`src/rtl/jaa_pkg.sv`:
```
// Shared definitions for the Java-to-ARM fetch front end: opcode constants,
// sequencer state encoding and the operand-length lookup.
package jaa_pkg;

    localparam logic [7:0] OP_ICONST_0 = 8'h03;
    localparam logic [7:0] OP_ICONST_5 = 8'h08;
    localparam logic [7:0] OP_BIPUSH   = 8'h10;
    localparam logic [7:0] OP_SIPUSH   = 8'h11;
    localparam logic [7:0] OP_ILOAD    = 8'h15;
    localparam logic [7:0] OP_ILOAD_0  = 8'h1A;
    localparam logic [7:0] OP_ILOAD_3  = 8'h1D;
    localparam logic [7:0] OP_ISTORE   = 8'h36;
    localparam logic [7:0] OP_ISTORE_0 = 8'h3B;
    localparam logic [7:0] OP_ISTORE_3 = 8'h3E;
    localparam logic [7:0] OP_DUP_LO   = 8'h59;
    localparam logic [7:0] OP_DUP_HI   = 8'h5E;
    localparam logic [7:0] OP_IADD     = 8'h60;
    localparam logic [7:0] OP_GOTO     = 8'hA7;
    localparam logic [7:0] OP_WIDE     = 8'hC4;

    typedef enum logic [1:0] {
        ST_OPCODE = 2'd0,
        ST_OPER1  = 2'd1,
        ST_OPER2  = 2'd2,
        ST_ISSUE  = 2'd3
    } state_e;

    typedef struct packed {
        logic [1:0] len;
        logic       unsup;
    } len_info_t;

    // A wide prefix only legitimises the local-variable load/store forms.
    function automatic len_info_t opcode_len(input logic [7:0] opcode, input logic wide);
        len_info_t r;
        r.len   = 2'd0;
        r.unsup = 1'b0;
        if (wide) begin
            if (opcode == OP_ILOAD || opcode == OP_ISTORE) r.len = 2'd2;
            else r.unsup = 1'b1;
        end else if ((opcode >= OP_ICONST_0 && opcode <= OP_ICONST_5) ||
                     (opcode >= OP_ILOAD_0  && opcode <= OP_ILOAD_3)  ||
                     (opcode >= OP_ISTORE_0 && opcode <= OP_ISTORE_3) ||
                     (opcode >= OP_DUP_LO   && opcode <= OP_DUP_HI)   ||
                     (opcode == OP_IADD)) begin
            r.len = 2'd0;
        end else if (opcode == OP_BIPUSH || opcode == OP_ILOAD || opcode == OP_ISTORE) begin
            r.len = 2'd1;
        end else if (opcode == OP_SIPUSH || opcode == OP_GOTO) begin
            r.len = 2'd2;
        end else begin
            r.unsup = 1'b1;
        end
        return r;
    endfunction

endpackage

```
`src/rtl/jaa_opcode_len.sv`:
```
// Combinational operand-count decoder: opcode (plus pending wide prefix) to
// operand length and unsupported flag.
module jaa_opcode_len
    import jaa_pkg::*;
(
    input  logic [7:0] opcode,
    input  logic       wide,
    output logic [1:0] len,
    output logic       unsup
);

    len_info_t info;

    always_comb begin
        info  = opcode_len(opcode, wide);
        len   = info.len;
        unsup = info.unsup;
    end

endmodule

```
`src/rtl/jaa_fetch_sequencer.sv`:
```
// Bytecode fetch sequencer: gathers opcode + operands into one PC-tagged bundle
// and holds it on a valid/ready port. Define JAA_WIDE_EN to honour the wide prefix.
module jaa_fetch_sequencer
    import jaa_pkg::*;
#(
    parameter int PC_W  = 16,
    parameter int CNT_W = 16
) (
    input  logic             clk,
    input  logic             reset_n,
    input  logic             byte_valid,
    input  logic [7:0]       byte_data,
    output logic             byte_ready,
    output logic             insn_valid,
    input  logic             insn_ready,
    output logic [7:0]       insn_opcode,
    output logic [7:0]       insn_op1,
    output logic [7:0]       insn_op2,
    output logic [1:0]       insn_len,
    output logic             insn_unsup,
    output logic             insn_wide,
    output logic [PC_W-1:0]  insn_pc,
    output logic [CNT_W-1:0] issued_cnt,
    output logic [CNT_W-1:0] unsup_cnt
);

    state_e           state_q, state_d;
    logic [PC_W-1:0]  pc_q, pc_d, insn_pc_q, insn_pc_d;
    logic [7:0]       opcode_q, opcode_d, op1_q, op1_d, op2_q, op2_d;
    logic [1:0]       len_q, len_d;
    logic             unsup_q, unsup_d, wide_q, wide_d, wide_pend_q, wide_pend_d;
    logic [CNT_W-1:0] issued_q, issued_d, unsup_cnt_q, unsup_cnt_d;
    logic [1:0]       lk_len;
    logic             lk_unsup;
    logic             fetching, byte_xfer, is_prefix;

    jaa_opcode_len u_len (
        .opcode (byte_data),
        .wide   (wide_pend_q),
        .len    (lk_len),
        .unsup  (lk_unsup)
    );

`ifdef JAA_WIDE_EN
    // A second 0xC4 after a prefix is decoded as an (unsupported) opcode.
    assign is_prefix = (byte_data == OP_WIDE) && !wide_pend_q;
`else
    assign is_prefix = 1'b0;
`endif

    assign fetching   = (state_q != ST_ISSUE);
    assign byte_xfer  = byte_valid && fetching;
    assign byte_ready = reset_n && fetching;
    assign insn_valid = (state_q == ST_ISSUE);

    always_comb begin
        state_d     = state_q;
        pc_d        = pc_q;
        insn_pc_d   = insn_pc_q;
        opcode_d    = opcode_q;
        op1_d       = op1_q;
        op2_d       = op2_q;
        len_d       = len_q;
        unsup_d     = unsup_q;
        wide_d      = wide_q;
        wide_pend_d = wide_pend_q;
        issued_d    = issued_q;
        unsup_cnt_d = unsup_cnt_q;
        if (byte_xfer) pc_d = pc_q + 1'b1;
        case (state_q)
            ST_OPCODE: begin
                if (byte_xfer) begin
                    if (is_prefix) begin
                        wide_pend_d = 1'b1;
                        insn_pc_d   = pc_q;
                    end else begin
                        opcode_d    = byte_data;
                        op1_d       = 8'd0;
                        op2_d       = 8'd0;
                        len_d       = lk_len;
                        unsup_d     = lk_unsup;
                        wide_d      = wide_pend_q;
                        wide_pend_d = 1'b0;
                        if (!wide_pend_q) insn_pc_d = pc_q;
                        state_d     = (lk_len == 2'd0) ? ST_ISSUE : ST_OPER1;
                    end
                end
            end
            ST_OPER1: begin
                if (byte_xfer) begin
                    op1_d   = byte_data;
                    state_d = (len_q == 2'd1) ? ST_ISSUE : ST_OPER2;
                end
            end
            ST_OPER2: begin
                if (byte_xfer) begin
                    op2_d   = byte_data;
                    state_d = ST_ISSUE;
                end
            end
            default: begin
                if (insn_ready) begin
                    state_d  = ST_OPCODE;
                    issued_d = (issued_q == '1) ? issued_q : issued_q + 1'b1;
                    if (unsup_q)
                        unsup_cnt_d = (unsup_cnt_q == '1) ? unsup_cnt_q : unsup_cnt_q + 1'b1;
                end
            end
        endcase
    end

    always_ff @(posedge clk or negedge reset_n) begin
        if (!reset_n) begin
            state_q     <= ST_OPCODE;
            pc_q        <= '0;
            insn_pc_q   <= '0;
            opcode_q    <= 8'd0;
            op1_q       <= 8'd0;
            op2_q       <= 8'd0;
            len_q       <= 2'd0;
            unsup_q     <= 1'b0;
            wide_q      <= 1'b0;
            wide_pend_q <= 1'b0;
            issued_q    <= '0;
            unsup_cnt_q <= '0;
        end else begin
            state_q     <= state_d;
            pc_q        <= pc_d;
            insn_pc_q   <= insn_pc_d;
            opcode_q    <= opcode_d;
            op1_q       <= op1_d;
            op2_q       <= op2_d;
            len_q       <= len_d;
            unsup_q     <= unsup_d;
            wide_q      <= wide_d;
            wide_pend_q <= wide_pend_d;
            issued_q    <= issued_d;
            unsup_cnt_q <= unsup_cnt_d;
        end
    end

    assign insn_opcode = opcode_q;
    assign insn_op1    = op1_q;
    assign insn_op2    = op2_q;
    assign insn_len    = len_q;
    assign insn_unsup  = unsup_q;
    assign insn_wide   = wide_q;
    assign insn_pc     = insn_pc_q;
    assign issued_cnt  = issued_q;
    assign unsup_cnt   = unsup_cnt_q;

endmodule

```
`config.mk`:
```
export PLATFORM = sky130hd
export DESIGN_NAME = jaa_fetch_sequencer
export DESIGN_NICKNAME = d
export VERILOG_FILES = /design/src/rtl/jaa_pkg.sv /design/src/rtl/jaa_opcode_len.sv /design/src/rtl/jaa_fetch_sequencer.sv
export SDC_FILE = /design/constraint.sdc
export NUM_CORES = 1
export LEC_CHECK = 0
export ABC_CLOCK_PERIOD_IN_PS = 4530
export BUFFER_PORTS_ARGS = -buffer_cell sky130_fd_sc_hd__clkbuf_2
export CORE_UTILIZATION = 40
export CTS_CLUSTER_SIZE = 20
export DETAILED_ROUTE_END_ITERATION = 12
export GPL_ROUTABILITY_DRIVEN = 0
export GPL_TIMING_DRIVEN = 0
export HOLD_SLACK_MARGIN = 0.15
export RECOVER_POWER = 100
export SLEW_MARGIN = 0
export SYNTH_ARGS = -nofsm -noshare
export SYNTH_HDL_FRONTEND = slang
export SYNTH_SLANG_ARGS = --single-unit
export TNS_END_PERCENT = 30
```
`constraint.sdc`:
```
create_clock -name clk -period 4.53 [get_ports clk]
set_input_delay 0.2265 -clock clk [delete_from_list [all_inputs] [get_ports clk]]
set_output_delay 0.2265 -clock clk [all_outputs]
set_load 0.02 [all_outputs]
```
Word level (Yosys, flattened, before mapping)
Index checks and enable logic that the tools add are counted.
{"block": "word_totals", "regBits": 93, "latch_bits": 0, "mem_bits_rw": 0, "rom_bits": 0, "input_bits": 12, "output_inout_bits": 78, "word_cells": 82, "memories": 0}
{"block": "op_classes", "add_sub_neg": 3, "multipliers": 0, "div": 0, "n_lt_le_gt_ge": 8, "eq_ne": 16, "shift": 0, "muxes": 17, "bitwise": 3, "reduce_logical": 25}
{"operator": "adder 16 x 1 -> 16 bit, second input constant", "n": 3}
{"operator": "== test 16 bit, second input constant", "n": 2}
{"operator": "one-hot mux 8 bit (2 select lines)", "n": 2}
{"operator": "== test 8 x 5 -> 1 bit, second input constant", "n": 3}
{"operator": "2-to-1 mux 2 bit", "n": 8}
{"operator": "2-to-1 mux 8 bit", "n": 2}
{"operator": "AND reduction 3 bit", "n": 3}
{"operator": "== test 8 x 6 -> 1 bit, second input constant", "n": 1}
{"operator": "== test 8 x 7 -> 1 bit, second input constant", "n": 1}
{"operator": "== test 8 bit, second input constant", "n": 1}
{"operator": ">= comparator 8 x 2 -> 1 bit, second input constant", "n": 1}
{"operator": ">= comparator 8 x 5 -> 1 bit, second input constant", "n": 1}
{"operator": ">= comparator 8 x 6 -> 1 bit, second input constant", "n": 1}
{"operator": ">= comparator 8 x 7 -> 1 bit, second input constant", "n": 1}
{"operator": "less-or-equal comparator 8 x 4 -> 1 bit, second input constant", "n": 1}
{"operator": "less-or-equal comparator 8 x 5 -> 1 bit, second input constant", "n": 1}
{"operator": "less-or-equal comparator 8 x 6 -> 1 bit, second input constant", "n": 1}
{"operator": "less-or-equal comparator 8 x 7 -> 1 bit, second input constant", "n": 1}
{"operator": "!= test 2 bit, second input constant", "n": 4}
{"operator": "AND reduction 4 bit", "n": 2}
{"operator": "logical OR 1 bit", "n": 7}
{"operator": "logical AND 1 bit", "n": 6}
{"operator": "one-hot mux 2 bit (3 select lines)", "n": 1}
{"operator": "== test 2 x 1 -> 1 bit, second input constant", "n": 2}
{"operator": "other kinds (8)", "n": 16}

Logic depth before layout (Yosys ltp)
{"block": "depth", "depth_word": 11, "ltp_mapped": 7, "mapped_depth_nobuf": 7}

By module
From an unflattened synthesis, not the netlist that was laid out.
{"block": "unflattened", "cells_unflattened": 380, "hier_area_um2": 4450.5}
{"mod": "jaa_fetch_sequencer", "instances": 1, "cells_per_inst": 334, "area_per_inst_um2": 4129.0, "seq_area_each_um2": 2327.2}
{"mod": "jaa_opcode_len", "instances": 1, "cells_per_inst": 46, "area_per_inst_um2": 321.6, "seq_area_each_um2": 0.0}

Least setup slack after synthesis
OpenSTA, ideal clock, no wires.
{"block": "synth_timing", "path_kind": "flip-flop to flip-flop", "from": "reg issued_q[4] (netlist: issued_cnt[4])", "to": "reg issued_q[1] (netlist: issued_cnt[1])", "setup_time_ns": 0.125, "t_arrival_ns": 1.743, "t_required_ns": 4.405, "setup_slack_ns": 2.662, "path_stages_with_launch": 7, "path_buffers": 1, "period_less_slack_ns": 1.868, "path_cell_list": "dfrtp_1 and4_4 nand4_1 or3_1 buf_6 nand2_4 mux2_4"}
{"block": "synth_between", "elab_chain_len": 3}
{"item": "start, declared", "line": "jaa_fetch_sequencer.sv:32", "rtl": "logic [CNT_W-1:0] issued_q, issued_d, unsup_cnt_q, unsup_cnt_d;"}
{"item": "start signal, assigned", "line": "jaa_fetch_sequencer.sv:137", "rtl": "issued_q <= issued_d;"}
{"item": "== test 16 bit", "line": "jaa_fetch_sequencer.sv:104", "rtl": "issued_d = (issued_q == '1) ? issued_q : issued_q + 1'b1;"}
{"item": "inverter 1 bit (no line)"}
{"item": "AND reduction 3 bit (no line)"}
Every way passes these cells.
A chain may end at the register's enable or synchronous reset.

Final worst setup path
{"block": "layout_timing", "from": "reg state_q[0]", "to": "reg insn_pc_q[2] (netlist: insn_pc[2])"}
{"block": "layout_between", "elab_chain_len": 3, "word_cells_on_any_way": 4, "cone_classes": "eq/ne (1); reduce/logical (3)"}
{"item": "start, declared", "line": "jaa_fetch_sequencer.sv:27", "rtl": "state_e state_q, state_d;"}
{"item": "start signal, assigned", "line": "jaa_fetch_sequencer.sv:127", "rtl": "state_q <= state_d;"}
{"item": "!= test 2 bit", "line": "jaa_fetch_sequencer.sv:51", "rtl": "assign fetching = (state_q != ST_ISSUE);"}
{"item": "logical AND 1 bit", "line": "jaa_fetch_sequencer.sv:52", "rtl": "assign byte_xfer = byte_valid && fetching;"}
{"item": "AND reduction 2 bit (no line) (*)"}
{"item": "end signal, assigned", "line": "jaa_fetch_sequencer.sv:129", "rtl": "insn_pc_q <= insn_pc_d;"}
{"item": "end, declared", "line": "jaa_fetch_sequencer.sv:28", "rtl": "logic [PC_W-1:0] pc_q, pc_d, insn_pc_q, insn_pc_d;"}
Every way passes the cells marked *; elsewhere a longest branch is shown, timed or not.

==> reports/qor.csv <==
stage;metric;value;unit
synthesis;fraction of registers with async set/reset;1.00;
clock_network;maximum clock path buffer count;2;
timing;post-route worst setup slack;2.16;ns
floorplanning;I/O Pins;90;
place;pre-CTS setup slack;2.38;ns
timing;final setup TNS;0;ns
setup_path;Worst setup EP type;flip-flop;
grt;first-pass GRT wire length;13500;um
timing;Hold Vio Cnt, Final;0;
timing;post-route minimum period;2.37;ns
synthesis;adder and majority gate portion of the synthesized area;0.0213;
place;HPWL after DPL;5900;um
clock_network;CTS Root Cell;clkbuf_8;
place;IO Port Bufs;86;
floorplanning;Rows;36;
clock_network;clk sinks;93;
grt;vias in the first global route;2793;
power;Sw Pwr;0.945;mW
power;switching share of power;0.374;
drt;DRT iter0 DRCs;53;
timing;RSZ-0062 raised after global routing;no;
synthesis;Yosys cell types;52;
grt;initial antenna violation count;0;
power;Clock Power Share;0.222;
hold_path;min-delay src;byte_data[4];
grt;Overflow after GRT;0;
synthesis;Compound-Gate Fraction of Synth Area;0.0863;
synthesis;Avg Synthesized Cell Area;12.2;um2
hold_path;depth of the worst hold-timing path;2;
synthesis;synth warn;0;
timing;Least-Margin Pin Slew;0.649;ns
setup_path;CP required;4.76;ns
synthesis;simple-gate portion of the synthesized area;0.135;
power;Pwr Total;2.52;mW
setup_path;r2r setup slk;2.16;ns
drt;Routed Antenna Nets;0;
clock_network;CTS clk-pin slew, worst paths;0.09;ns
finish;ANT cells;0;
clock_network;clock latency on the worst-skew pair;0.35;ns
floorplanning;die width;103;um
floorplanning;Initial Utilization;0.418;
finish;# nets final;457;
finish;fraction of layout cells with a size suffix above 1;0.124;
drt;1st-pass router iterations;4;
floorplanning;Die Area;10700;um2
power;Pwr Density;521;nW/um2
synthesis;sequential element share of the synthesized area;0.565;
timing;relative slew slack;0.564;
finish;most frequent cells in the layout;93 x dfrtp_1, 87 x clkbuf_1, 33 x xnor2_1;
grt;largest net degree at the start of global routing;51;
outcome;status;complete, no violations;
timing;maximum clock rate;0.423;GHz
drt;WL/cell;14.2;um
timing;final setup fails;0;
setup_path;critical path launch point type;flip-flop;
finish;Layout Utilization;0.490;
drt;drt via density;5.03;
grt;GRT Total Usage;0.165;
hold_path;Hold Path Class;input pin to flip-flop;
floorplanning;Die Ht;103;um
floorplanning;area of the core;9860;um2
drt;drt drc;0;
clock_network;setup bufs post-CTS;0;
synthesis;main combinational cell family by area after synthesis;simple AND/OR/NAND/NOR gates;
flow_run;Max-Cap Viols;0;
timing;fin crit share;0.522;
power;Comb pwr share;0.317;
setup_path;Crit Path Category;flip-flop to flip-flop;
drt;DRT Wirelength;8200;um
power;Max VDD drop;0.267;mV
synthesis;Cells after Synth;339;
setup_path;worst r2r dst;insn_pc[2]$_DFFE_PN0P_;
clock_network;clock tree from TritonCTS;done;
synthesis;FF+latch count, synth;93;
power;Pleak;2.18;nW
finish;Layout area overhead;17.5;%
clock_network;Inserted Clock Buffers;9;
setup_path;reg2reg path depth;6;
timing;Final Max Tran Viols;0;
synthesis;multiplexer share of the synthesized area;0.0717;
power;Pint;1.58;mW
synthesis;Post-Synth XOR/XNOR Area;0.0978;
setup_path;r2r startpoint;state_q[0]$_DFFE_PN0P_;
drt;Vias;2895;
finish;commonest non-fill, non-tap cell in the layout;dfrtp_1;
hold_path;hold path endpoint;insn_op1[4]$_DFFE_PN0P_;
synthesis;Post-Syn Nets;358;
power;Sequential Power Share;0.461;
synthesis;Post-synth top flop;dfrtp_1;
setup_path;arrival time worst endpoint;2.60;ns
clock_network;H-tree levels;3;
setup_path;CP Max Fanout;10;
synthesis;Post-Syn Area;4120;um2
synthesis;Post-synth EDFFs;0;
timing;final worst clock skew;0.0109;ns
## layer usage
| metal | global-route usage | vias to the layer above | part of all wire |
|---|---|---|---|
| met4 | 0.0433 | 0 | 0.010 |
| met3 | 0.0544 | 8 | 0.055 |
| li1 | - | 1402 | - |
| met2 | 0.259 | 76 | 0.43 |
| met5 | 0 | - | 0 |
| met1 | 0.221 | 1409 | 0.50 |
## timing repair
item,in CTS,in global routing
endpoints found under the setup margin,0,0
endpoints found under the hold margin,43,0
gates resized for setup,0,0
hold buffers,1,0
## Yosys cell counts (all sizes together) (8+ instances only)
cell | number | area, um2
a22o | 16 | 140
dfrtp | 93 | 2330
mux2 | 25 | 285
nand2 | 25 | 101
nand3 | 15 | 75.1
nand4 | 14 | 87.6
nor2 | 14 | 52.6
o21ai | 8 | 40.0
xnor2 | 33 | 289
xor2 | 13 | 114
## metrics by stage
stage,cell area (um2),std cells,hold WS [ns]
floorplan,4120,339,-0.0691
global placement,4720,558,0.461
detailed placement,4750,559,0.319
CTS,4950,576,0.215
global route,4840,576,0.233
finish,4840,576,0.233
## cell type report
type	count	area, um2
plain buffers	13	55.1
clock buffers	9	124
clock inverters	7	73.8
fillers	964	5030
inverters	6	22.5
multi-input cells	227	1700
flip-flops and latches	93	2330
well taps	133	166
repair buffers	88	374
## cell families (layout without fill, tap and decap cells)
family                     count (synthesis)  in the layout
adders and majority gates                  7              7
DFF                                       93             93
buffers and inverters                     19            123
and+or+nand+nor                          101            101
other                                      1              1
AOI/OAI and AO/OA                         46             46
xor gates and xnor gates                  46             46
muxes                                     26             26
## critical path, cell delays in order, from the launching register on
cell      delay (ns)
dfrtp_1         0.42
ha_1            0.35
nor2b_1         0.11
clkbuf_1        0.25
nand2_1         0.23
clkbuf_1        0.50
mux2_2          0.40
## power by group through the flow
stage               logic, mW  registers [mW]  clock network (mW)
floorplan               0.407            1.33                   0
global placement        0.844            1.17                   0
detailed placement      0.859            1.18                   0
CTS                     0.859            1.17               0.580
global route            0.889            1.19               0.621
finish                  0.798            1.16               0.561
## state kept, by name, summed over array words and instances, names as in the netlist
name         flops
unsup_cnt       16
insn_unsup       1
insn_len         2
state_q          2
insn_op1         8
insn_pc         16
pc_q            16
insn_op2         8
insn_opcode      8
issued_cnt      16
## worst max-delay path by stage
stage,to,cells after the start,from,slack (ns)
4_1_cts,pc_q[15]$_DFFE_PN0P_,7,state_q[0]$_DFFE_PN0P_,2.36
2_1_floorplan,issued_cnt[1]$_DFFE_PN0P_,6,issued_cnt[4]$_DFFE_PN0P_,2.66
5_1_grt,pc_q[9]$_DFFE_PN0P_,7,state_q[0]$_DFFE_PN0P_,1.88
3_5_place_dp,pc_q[15]$_DFFE_PN0P_,7,state_q[0]$_DFFE_PN0P_,2.38
6_report,insn_pc[2]$_DFFE_PN0P_,6,state_q[0]$_DFFE_PN0P_,2.16
3_3_place_gp,byte_ready,3,reset_n,1.86
Power figures use the tool's default switching activity.
